File: src/rtl/cache_refill_ctrl_pkg.sv
// Shared types, width helpers and victim selection for the L1 line-refill controller.
package cache_refill_ctrl_pkg;

    typedef enum logic [2:0] {
        IDLE,
        REQ,
        RESP,
        WRITE,
        DRAIN
    } refill_state_e;

    localparam int DEF_ADDR_WIDTH = 32;
    localparam int DEF_DATA_WIDTH = 32;
    localparam int DEF_LINE_BEATS = 4;
    localparam int DEF_NUM_SETS   = 64;

    // Byte-offset bits within one line.
    function automatic int off_width(input int line_beats, input int data_width);
        return $clog2(line_beats * data_width / 8);
    endfunction

    function automatic int idx_width(input int num_sets);
        return $clog2(num_sets);
    endfunction

    function automatic int tag_width(input int addr_width, input int line_beats,
                                     input int data_width, input int num_sets);
        return addr_width - off_width(line_beats, data_width) - idx_width(num_sets);
    endfunction

    // An invalid way is always preferred over evicting live data.
    function automatic logic victim_sel(input logic [1:0] way_valid, input logic rand_way);
        if (!way_valid[0]) return 1'b0;
        if (!way_valid[1]) return 1'b1;
        return rand_way;
    endfunction

endpackage

File: src/rtl/cache_refill_ctrl_if.sv
// Miss, memory and fill signals of the refill controller bundled as one interface.
interface cache_refill_ctrl_if
    import cache_refill_ctrl_pkg::*;
#(
    parameter int ADDR_WIDTH = DEF_ADDR_WIDTH,
    parameter int DATA_WIDTH = DEF_DATA_WIDTH,
    parameter int LINE_BEATS = DEF_LINE_BEATS,
    parameter int NUM_SETS   = DEF_NUM_SETS
);
    localparam int IDX = idx_width(NUM_SETS);
    localparam int TAG = tag_width(ADDR_WIDTH, LINE_BEATS, DATA_WIDTH, NUM_SETS);

    logic                           flush;
    logic                           miss_valid;
    logic [ADDR_WIDTH-1:0]          miss_addr;
    logic                           miss_ready;
    logic [1:0]                     set_way_valid;
    logic                           rand_way;
    logic                           mem_req_valid;
    logic                           mem_req_ready;
    logic [ADDR_WIDTH-1:0]          mem_req_addr;
    logic                           mem_resp_valid;
    logic [DATA_WIDTH-1:0]          mem_resp_data;
    logic                           fill_we;
    logic                           fill_way;
    logic [IDX-1:0]                 fill_index;
    logic [TAG-1:0]                 fill_tag;
    logic [LINE_BEATS*DATA_WIDTH-1:0] fill_line;

    modport ctrl (
        input  flush, miss_valid, miss_addr, set_way_valid, rand_way,
               mem_req_ready, mem_resp_valid, mem_resp_data,
        output miss_ready, mem_req_valid, mem_req_addr,
               fill_we, fill_way, fill_index, fill_tag, fill_line
    );

    modport cache (
        output flush, miss_valid, miss_addr, set_way_valid, rand_way,
               mem_req_ready, mem_resp_valid, mem_resp_data,
        input  miss_ready, mem_req_valid, mem_req_addr,
               fill_we, fill_way, fill_index, fill_tag, fill_line
    );

endinterface

File: src/rtl/cache_refill_ctrl_refill_line_buf.sv
// Beat counter plus slot buffer that assembles one cache line from memory beats.
module refill_line_buf #(
    parameter int DATA_WIDTH = 32,
    parameter int LINE_BEATS = 4
) (
    input  logic                             clk,
    input  logic                             rst_aL,
    input  logic                             clr,
    input  logic                             we,
    input  logic [DATA_WIDTH-1:0]            data,
    output logic                             at_last,
    output logic [LINE_BEATS*DATA_WIDTH-1:0] line
);
    localparam int CW = $clog2(LINE_BEATS);

    logic [CW-1:0]                         count;
    logic [LINE_BEATS-1:0][DATA_WIDTH-1:0] slots;

    // High while the next beat written completes the line.
    assign at_last = (count == CW'(LINE_BEATS - 1));
    assign line    = slots;

    // NOTE: the slot array is reset too (it is only a few flops), so the fill_line
    // output reads zero after reset instead of leftover data from a dropped refill.
    always_ff @(posedge clk or negedge rst_aL) begin
        if (!rst_aL) begin
            count <= '0;
            slots <= '0;
        end else if (clr) begin
            count <= '0;
        end else if (we) begin
            slots[count] <= data;
            count        <= count + CW'(1);
        end
    end

endmodule

File: src/rtl/cache_refill_ctrl.sv
// Single-outstanding line-refill FSM: victim choice, memory request, beat collection, fill.
module cache_refill_ctrl
    import cache_refill_ctrl_pkg::*;
#(
    parameter int ADDR_WIDTH = DEF_ADDR_WIDTH,
    parameter int DATA_WIDTH = DEF_DATA_WIDTH,
    parameter int LINE_BEATS = DEF_LINE_BEATS,
    parameter int NUM_SETS   = DEF_NUM_SETS
) (
    input  logic              clk,
    input  logic              rst_aL,
    cache_refill_ctrl_if.ctrl bus
);
    localparam int OFF = off_width(LINE_BEATS, DATA_WIDTH);
    localparam int IDX = idx_width(NUM_SETS);
    localparam int TAG = tag_width(ADDR_WIDTH, LINE_BEATS, DATA_WIDTH, NUM_SETS);

    refill_state_e         state, state_nxt;
    logic [ADDR_WIDTH-1:0] addr_q;
    logic                  way_q;
    logic                  accept;
    logic                  buf_clr;
    logic                  buf_we;
    logic                  buf_at_last;
    logic                  last_beat;

    refill_line_buf #(
        .DATA_WIDTH (DATA_WIDTH),
        .LINE_BEATS (LINE_BEATS)
    ) u_line_buf (
        .clk     (clk),
        .rst_aL  (rst_aL),
        .clr     (buf_clr),
        .we      (buf_we),
        .data    (bus.mem_resp_data),
        .at_last (buf_at_last),
        .line    (bus.fill_line)
    );

    assign last_beat = bus.mem_resp_valid && buf_at_last;

    // NOTE: every signal driven here gets its default first, so no path through the
    // case statement can leave one unassigned and infer a latch.
    always_comb begin
        state_nxt = state;
        accept    = 1'b0;
        buf_clr   = 1'b0;
        buf_we    = 1'b0;
        unique case (state)
            IDLE: begin
                if (bus.miss_valid && !bus.flush) begin
                    accept    = 1'b1;
                    state_nxt = REQ;
                end
            end
            REQ: begin
                if (bus.mem_req_ready) begin
                    buf_clr   = 1'b1;
                    state_nxt = bus.flush ? DRAIN : RESP;
                end else if (bus.flush) begin
                    state_nxt = IDLE;
                end
            end
            RESP: begin
                buf_we = bus.mem_resp_valid;
                // A flush that coincides with the final beat leaves nothing to drain.
                if (last_beat)      state_nxt = bus.flush ? IDLE : WRITE;
                else if (bus.flush) state_nxt = DRAIN;
            end
            WRITE: state_nxt = IDLE;
            DRAIN: begin
                buf_we = bus.mem_resp_valid;
                if (last_beat) state_nxt = IDLE;
            end
            default: state_nxt = IDLE;
        endcase
    end

    // NOTE: sequential state uses non-blocking assignments so every flop samples
    // pre-edge values regardless of process evaluation order.
    always_ff @(posedge clk or negedge rst_aL) begin
        if (!rst_aL) begin
            state  <= IDLE;
            addr_q <= '0;
            way_q  <= 1'b0;
        end else begin
            state <= state_nxt;
            if (accept) begin
                addr_q <= bus.miss_addr;
                way_q  <= victim_sel(bus.set_way_valid, bus.rand_way);
            end
        end
    end

    assign bus.miss_ready    = (state == IDLE);
    assign bus.mem_req_valid = (state == REQ);
    assign bus.mem_req_addr  = {addr_q[ADDR_WIDTH-1:OFF], {OFF{1'b0}}};
    assign bus.fill_we       = (state == WRITE);
    assign bus.fill_way      = way_q;
    assign bus.fill_index    = addr_q[OFF +: IDX];
    assign bus.fill_tag      = addr_q[ADDR_WIDTH-1 -: TAG];

endmodule

File: src/flat_wrapper.sv
// flat-port wrapper written by rule: the top's interface ports become plain ports
module cache_refill_ctrl_flat import cache_refill_ctrl_pkg::*;
#(
    parameter int ADDR_WIDTH = DEF_ADDR_WIDTH,
    parameter int DATA_WIDTH = DEF_DATA_WIDTH,
    parameter int LINE_BEATS = DEF_LINE_BEATS,
    parameter int NUM_SETS   = DEF_NUM_SETS
)
  (clk, rst_aL, bus_flush, bus_miss_valid, bus_miss_addr, bus_set_way_valid, bus_rand_way, bus_mem_req_ready, bus_mem_resp_valid, bus_mem_resp_data, bus_miss_ready, bus_mem_req_valid, bus_mem_req_addr, bus_fill_we, bus_fill_way, bus_fill_index, bus_fill_tag, bus_fill_line);
  cache_refill_ctrl_if #(.ADDR_WIDTH(ADDR_WIDTH), .DATA_WIDTH(DATA_WIDTH), .LINE_BEATS(LINE_BEATS), .NUM_SETS(NUM_SETS)) bus_i ();
  input  logic clk;
  input  logic rst_aL;
  input wire logic [$bits(bus_i.flush)-1:0] bus_flush;
  input wire logic [$bits(bus_i.miss_valid)-1:0] bus_miss_valid;
  input wire logic [$bits(bus_i.miss_addr)-1:0] bus_miss_addr;
  input wire logic [$bits(bus_i.set_way_valid)-1:0] bus_set_way_valid;
  input wire logic [$bits(bus_i.rand_way)-1:0] bus_rand_way;
  input wire logic [$bits(bus_i.mem_req_ready)-1:0] bus_mem_req_ready;
  input wire logic [$bits(bus_i.mem_resp_valid)-1:0] bus_mem_resp_valid;
  input wire logic [$bits(bus_i.mem_resp_data)-1:0] bus_mem_resp_data;
  output wire logic [$bits(bus_i.miss_ready)-1:0] bus_miss_ready;
  output wire logic [$bits(bus_i.mem_req_valid)-1:0] bus_mem_req_valid;
  output wire logic [$bits(bus_i.mem_req_addr)-1:0] bus_mem_req_addr;
  output wire logic [$bits(bus_i.fill_we)-1:0] bus_fill_we;
  output wire logic [$bits(bus_i.fill_way)-1:0] bus_fill_way;
  output wire logic [$bits(bus_i.fill_index)-1:0] bus_fill_index;
  output wire logic [$bits(bus_i.fill_tag)-1:0] bus_fill_tag;
  output wire logic [$bits(bus_i.fill_line)-1:0] bus_fill_line;
  assign bus_i.flush = bus_flush;
  assign bus_i.miss_valid = bus_miss_valid;
  assign bus_i.miss_addr = bus_miss_addr;
  assign bus_i.set_way_valid = bus_set_way_valid;
  assign bus_i.rand_way = bus_rand_way;
  assign bus_i.mem_req_ready = bus_mem_req_ready;
  assign bus_i.mem_resp_valid = bus_mem_resp_valid;
  assign bus_i.mem_resp_data = bus_mem_resp_data;
  assign bus_miss_ready = bus_i.miss_ready;
  assign bus_mem_req_valid = bus_i.mem_req_valid;
  assign bus_mem_req_addr = bus_i.mem_req_addr;
  assign bus_fill_we = bus_i.fill_we;
  assign bus_fill_way = bus_i.fill_way;
  assign bus_fill_index = bus_i.fill_index;
  assign bus_fill_tag = bus_i.fill_tag;
  assign bus_fill_line = bus_i.fill_line;
  cache_refill_ctrl #(.ADDR_WIDTH(ADDR_WIDTH), .DATA_WIDTH(DATA_WIDTH), .LINE_BEATS(LINE_BEATS), .NUM_SETS(NUM_SETS)) u_core (.clk(clk), .rst_aL(rst_aL), .bus(bus_i));
endmodule
File: config.mk
export PLATFORM = sky130hd
export DESIGN_NAME = cache_refill_ctrl_flat
export DESIGN_NICKNAME = d
export VERILOG_FILES = /design/src/rtl/cache_refill_ctrl_pkg.sv /design/src/rtl/cache_refill_ctrl_if.sv /design/src/rtl/cache_refill_ctrl_refill_line_buf.sv /design/src/rtl/cache_refill_ctrl.sv /design/src/flat_wrapper.sv
export SDC_FILE = /design/constraint.sdc
export NUM_CORES = 1
export LEC_CHECK = 0
export BUFFER_PORTS_ARGS = -buffer_cell sky130_fd_sc_hd__buf_2
export CAP_MARGIN = 30
export CELL_PAD_IN_SITES_DETAIL_PLACEMENT = 1
export CELL_PAD_IN_SITES_GLOBAL_PLACEMENT = 1
export CORE_MARGIN = 1.5
export CORE_UTILIZATION = 36
export CTS_BUF_LIST = sky130_fd_sc_hd__clkbuf_2
export DETAILED_ROUTE_END_ITERATION = 7
export HOLD_SLACK_MARGIN = 0.15
export PLACE_DENSITY_LB_ADDON = 0.1
export SLEW_MARGIN = 20
export SYNTH_ARGS = -nofsm -noshare
export SYNTH_HDL_FRONTEND = slang
export SYNTH_SLANG_ARGS = --single-unit
File: constraint.sdc
create_clock -name clk -period 3.59 [get_ports clk]
set_clock_uncertainty 0.05 [all_clocks]
set_input_delay 0.359 -clock clk [delete_from_list [all_inputs] [get_ports clk]]
set_output_delay 0.359 -clock clk [all_outputs]
set_load 0.05 [all_outputs]
# After elaboration in Yosys (flattened, before gate mapping)
# Index checks and enable logic that the tools add are counted.
word_totals:
  inputBits: 73
  reg_bits: 166
  output_inout_bits: 192
  elab_cells: 58
op_classes:
  n_eq_ne: 9
  n_bitwise: 1
  n_addsub: 1
  order_cmp: 2
  muxes: 28
  reduce_logical: 9
ops:
  columns: ["cell", "n"]
  rows:
  - ["128-bit bitwise mux", 1]
  - ["32-bit demux with 2-bit select", 1]
  - ["32-bit two-way mux", 1]
  - ["3-bit two-way mux", 7]
  - ["1-bit two-way mux", 14]
  - ["3-bit one-hot mux with 4 select lines", 1]
  - ["3-bit by 2-bit equality test with 1-bit output (second input constant)", 2]
  - ["2-bit two-way mux", 3]
  - ["2-bit by 1-bit != test with 1-bit output (second input constant)", 2]
  - ["4-bit AND reduction", 1]
  - ["3-bit by 1-bit equality test with 1-bit output (second input constant)", 1]
  - ["3-bit equality test (second input constant)", 1]
  - ["1-bit logical AND", 3]
  - ["3-bit logical NOT", 1]
  - ["2-bit by 3-bit < comparator with 1-bit output (second input constant)", 1]
  - ["3-bit by 2-bit != test with 1-bit output (second input constant)", 1]
  - ["3-bit != test (second input constant)", 1]
  - ["2-bit by 1-bit adder with 2-bit output (second input constant)", 1]
  - ["2-bit equality test (second input constant)", 1]
  - ["2-bit by 1-bit greater-or-equal comparator with 1-bit output (second input constant)", 1]
  - ["2-bit AND reduction", 1]
  - ["2-bit nonzero test", 1]
  - ["2-bit OR reduction", 1]
  - ["1-bit logical NOT", 1]
  - ["1-bit inverter", 1]

# Depth between registers and ports, before layout
logic_depth:
  depth_word: 9
  ltp_mapped: 6

# Modules after synthesis
# A second synthesis with hierarchy kept.
hier_totals:
  hier_cells: 408
  hier_area_um2: 7053.0
modules_own_cells:
  columns: ["mod", "n_inst", "seq_area_each_um2", "area_each_um2", "cells_per_inst"]
  rows:
  - ["refill_line_buf", 1, 3253.1, 5451.5, 285]
  - ["cache_refill_ctrl", 1, 800.8, 1601.5, 123]

# Worst setup path before layout
# Ideal clock, no wire load.
synth_timing:
  path_type: "reg-to-output"
  start: "register u_core.state[2]"
  end: "output bus_mem_req_valid"
  path_stages_with_launch: 3
  path_slack_ns: 1.410
  required_time_ns: 3.181
  t_arrival_ns: 1.771
  cell_sequence: "dfrtp_1 -> clkbuf_1 -> nor3b_1"
synth_between:
  elab_chain_len: 1
synth_rtl:
  columns: ["element", "line_no", "source"]
  rows:
  - ["start: declaration", "cache_refill_ctrl.sv:18", "refill_state_e state, state_nxt;"]
  - ["start signal: assignment", "cache_refill_ctrl.sv:87", "state <= state_nxt;"]
  - ["3-bit by 1-bit equality test with 1-bit output", "cache_refill_ctrl.sv:96", "assign bus.mem_req_valid = (state == REQ);"]
  - ["end: declaration", "flat_wrapper.sv:22", "output wire logic [$bits(bus_i.mem_req_valid)-1:0] bus_mem_req_valid;"]
# Every way passes these cells.

# Worst setup path in the final report
layout_timing:
  start: "register u_core.state[0]"
  end: "register u_core.u_line_buf.slots (netlist bit u_core.u_line_buf.line[0])"
layout_between:
  elab_chain_len: 4
  word_cells_on_any_way: 8
  cone_classes: "eq/ne: 3; mux: 2; bitwise: 1; reduce/logical: 2"
layout_rtl:
  columns: ["element", "line_no", "source"]
  rows:
  - ["3-bit by 2-bit equality test with 1-bit output (tied with other cells)", "cache_refill_ctrl.sv:49", "unique case (state)"]
  - ["2-bit OR reduction (no source line) / 1-bit two-way mux (equally long branches)", null, null]
  - ["1-bit two-way mux / 1-bit inverter (equally long branches)", null, null]
  - ["2-bit AND reduction (no source line) (*)", null, null]
  - ["end signal: indexed assignment", "cache_refill_ctrl_refill_line_buf.sv:32", "slots[count] <= data;"]
  - ["end: declaration", "cache_refill_ctrl_refill_line_buf.sv:17", "logic [LINE_BEATS-1:0][DATA_WIDTH-1:0] slots;"]
# Mark *: on every way between the ends. The rest lies on a longest branch, timed or not.
# A chain may end at the register's enable or synchronous reset.

==> flow_metrics.env <==
export IMPL_cts_clk_slew_worst_paths_ns=0.20
export IMPL_fin_area_um2=8726
export IMPL_regArea_um2=4054
export IMPL_clock_path_buffers=2
export IMPL_cts_num_sinks=162
export IMPL_synth_top_family_by_area="multiplexers"
export IMPL_fmaxAchievable_ghz=0.3996
export IMPL_cp_required_ns=4.12
export IMPL_synthSimpleGateAreaFrac_pct=2.013
export IMPL_drt_initial_drc_count=101
export IMPL_relSlewSlack_pct=42.03
export IMPL_cts_made_buffers=17
export IMPL_synth_mux_area_share_pct=27.50
export IMPL_finalCritPeriodShare_pct=69.71
export IMPL_setup_violations_final=0
export IMPL_yosysTopAreaCell="dfrtp_1"
export IMPL_root_buffer="clkbuf_2"
export IMPL_cts_max_level=4
export IMPL_grt_use_total_pct=17.59
export IMPL_dieHeight_um=137.0
export IMPL_yosysSeqAreaShare_pct=62.71
export IMPL_cp_start_kind="flop"
export IMPL_post_dp_cell_area_um2=7795
export IMPL_end_kind="flop"
export IMPL_firstDrtPassIters=4
export IMPL_grt_pass1_wl_mm=24.98
export IMPL_post_drt_via_cell_ratio=4.602
export IMPL_ioPinCount=265
export IMPL_cts_tree="yes"
export IMPL_layout_min_cycle_time_ns=2.502
export IMPL_die_area_um2=18770
export IMPL_clk_latency_ns=0.66
export IMPL_synth_common_cells="dfrtp_1 (162), mux2_2 (156), buf_4 (36), buf_2 (11)"
export IMPL_synthMostInstantiatedCell="dfrtp_1"
export IMPL_worstMarginPinSlew_ns=0.8695
export IMPL_post_drt_wl_per_cell_um=16.92
export IMPL_wl_mm=16.16
export IMPL_finalMaxSlewViolations=0
export IMPL_reg2reg_depth=4
export IMPL_areaGrowthSynthToFinish_pct=34.97
export IMPL_synth_ff_type="dfrtp_1"
export IMPL_layout_nets=794
export IMPL_syn_area_um2=6465
export IMPL_grt_antenna_before_repair=1
export IMPL_multi_input_area_um2=2083
export IMPL_die_w_um=137.0
export IMPL_fin_setup_tns_ns=0
export IMPL_r2r_slack_ns=1.09
export IMPL_cap_violations=0
export IMPL_hold_violations=0
export IMPL_grt_max_degree=94
export IMPL_synthCells=416
export IMPL_core_area_um2=17420
export IMPL_cts_setup_buffers=0
export IMPL_crit_arrival_ns=3.03
export IMPL_ys_types=30
export IMPL_synthArstFlopShare_pct=100.0
export IMPL_cp_max_fo=18
export IMPL_fin_ws_ns=1.088
export IMPL_num_vias=4395
export IMPL_start_util_pct=37.12
export IMPL_cts_resized_gates=0
export IMPL_yosysWarnings=0
export IMPL_num_rows=48
export IMPL_pre_cts_ws_ns=1.045
export IMPL_hold_class="in2async"
export IMPL_layout_drive_gt1_share_pct=62.23
export IMPL_grt_ovfl_total=0
export IMPL_crit_type="reg2reg"
export IMPL_dp_hpwl_mm=11.05
export IMPL_synth_xor_area_share_pct=0.1355
export IMPL_drcViolationCount=0
export IMPL_synth_compound_area_share_pct=1.181
export IMPL_n_fill_cell=1836
export IMPL_port_buffers=256
export IMPL_synth_top_area_share_pct=62.71
export IMPL_synth_edff_count=0
export IMPL_synth_seq_cells=162
export IMPL_synthAdderAreaFrac_pct=0.7741
export IMPL_antenna_left=0
export IMPL_rsz0062_at_grt="false"
export IMPL_place_congestion=0.7225
export IMPL_avgSynthCellArea_um2=15.54
export IMPL_grt_pass1_vias=4849
export IMPL_synth_area_top_cells="dfrtp_1 (63%), mux2_2 (27%), buf_4 (4.2%), buf_2 (0.85%), ha_1 (0.77%)"
export IMPL_status="complete, no violations"
==> cell usage in the layout, fill, tap and decap left out, types with 4 or more instances in the layout <==
master,n
ha_1,4
buf_2,255
dfrtp_1,162
buf_4,4
dlygate4sd3_1,69
clkinv_2,4
conb_1,4
clkbuf_2,19
a21oi_1,5
inv_1,5
mux2_2,156
==> registers in the layout, summed over array words and instances, names as in the netlist <==
signal	flops
u_core.u_line_buf.line	128
u_core.state	3
u_core.u_line_buf.count	2
u_core.addr_q	28
u_core.bus.fill_way	1
==> layout make-up <==
type / count / area share (%)
clock inverters: 11 / 1.606
flip-flops and latches: 162 / 46.46
repair buffers: 331 / 23.47
multi-input cells: 200 / 23.87
diodes: 2 / 0.05736
well taps: 225 / 3.226
inverters: 5 / 0.2151
clock buffers: 19 / 1.090
==> worst max-delay path: stages (launching register included) <==
cell	delay, ns
dfrtp_1	0.53
nor2b_1	0.58
nand3_2	0.53
buf_4	0.42
mux2_2	0.30
==> metal layers <==
layer	GRT usage, %	wire, µm
met1	19.06	6162
met3	6.148	1275
met5	0	0
met2	31.85	8564
met4	5.906	160
==> final timing paths <==
check,from,to
setup / recovery,u_core.state[0]$_DFFE_PN0P_,u_core.u_line_buf.line[0]$_DFFE_PN0P_
hold / removal,rst_aL,u_core.addr_q[7]$_DFFE_PN0P_
setup reg to reg,u_core.state[0]$_DFFE_PN0P_,u_core.u_line_buf.line[0]$_DFFE_PN0P_
hold reg to reg,u_core.u_line_buf.line[51]$_DFFE_PN0P_,u_core.u_line_buf.line[51]$_DFFE_PN0P_
max in group asynchronous,rst_aL,u_core.addr_q[19]$_DFFE_PN0P_
min in group clk,bus_miss_valid,u_core.bus.fill_way$_DFFE_PN0P_
==> stage by stage <==
step / util (%) / hold WS, ns / cells
3_3_place_gp: 44.76 / 0.4340 / 854
3_5_place_dp: 44.76 / 0.4384 / 854
5_1_grt: 50.10 / 0.2198 / 955
4_1_cts: 50.07 / 0.1803 / 953
2_1_floorplan: - / 0.01341 / 419
6_report: 50.10 / 0.2495 / 955
==> cell families after synthesis <==
logic type               Yosys count
AO/OA/AOI/OAI                     12
XOR/XNOR                           1
adder cells (fa/ha/maj)            4
buffers and inverters             57
flip-flops                       162
multiplexers                     158
other                              1
AND/OR/NAND/NOR                   21
==> timing repair <==
| item | in CTS | in global routing |
|---|---|---|
| setup endpoints to repair | 0 | 0 |
| hold buffers | 69 | 0 |
| hold endpoints to repair | 254 | 0 |
Power is left out: the tool's default activity adds up to more than one toggle a clock period on the data nets, which glitch-free logic cannot reach.
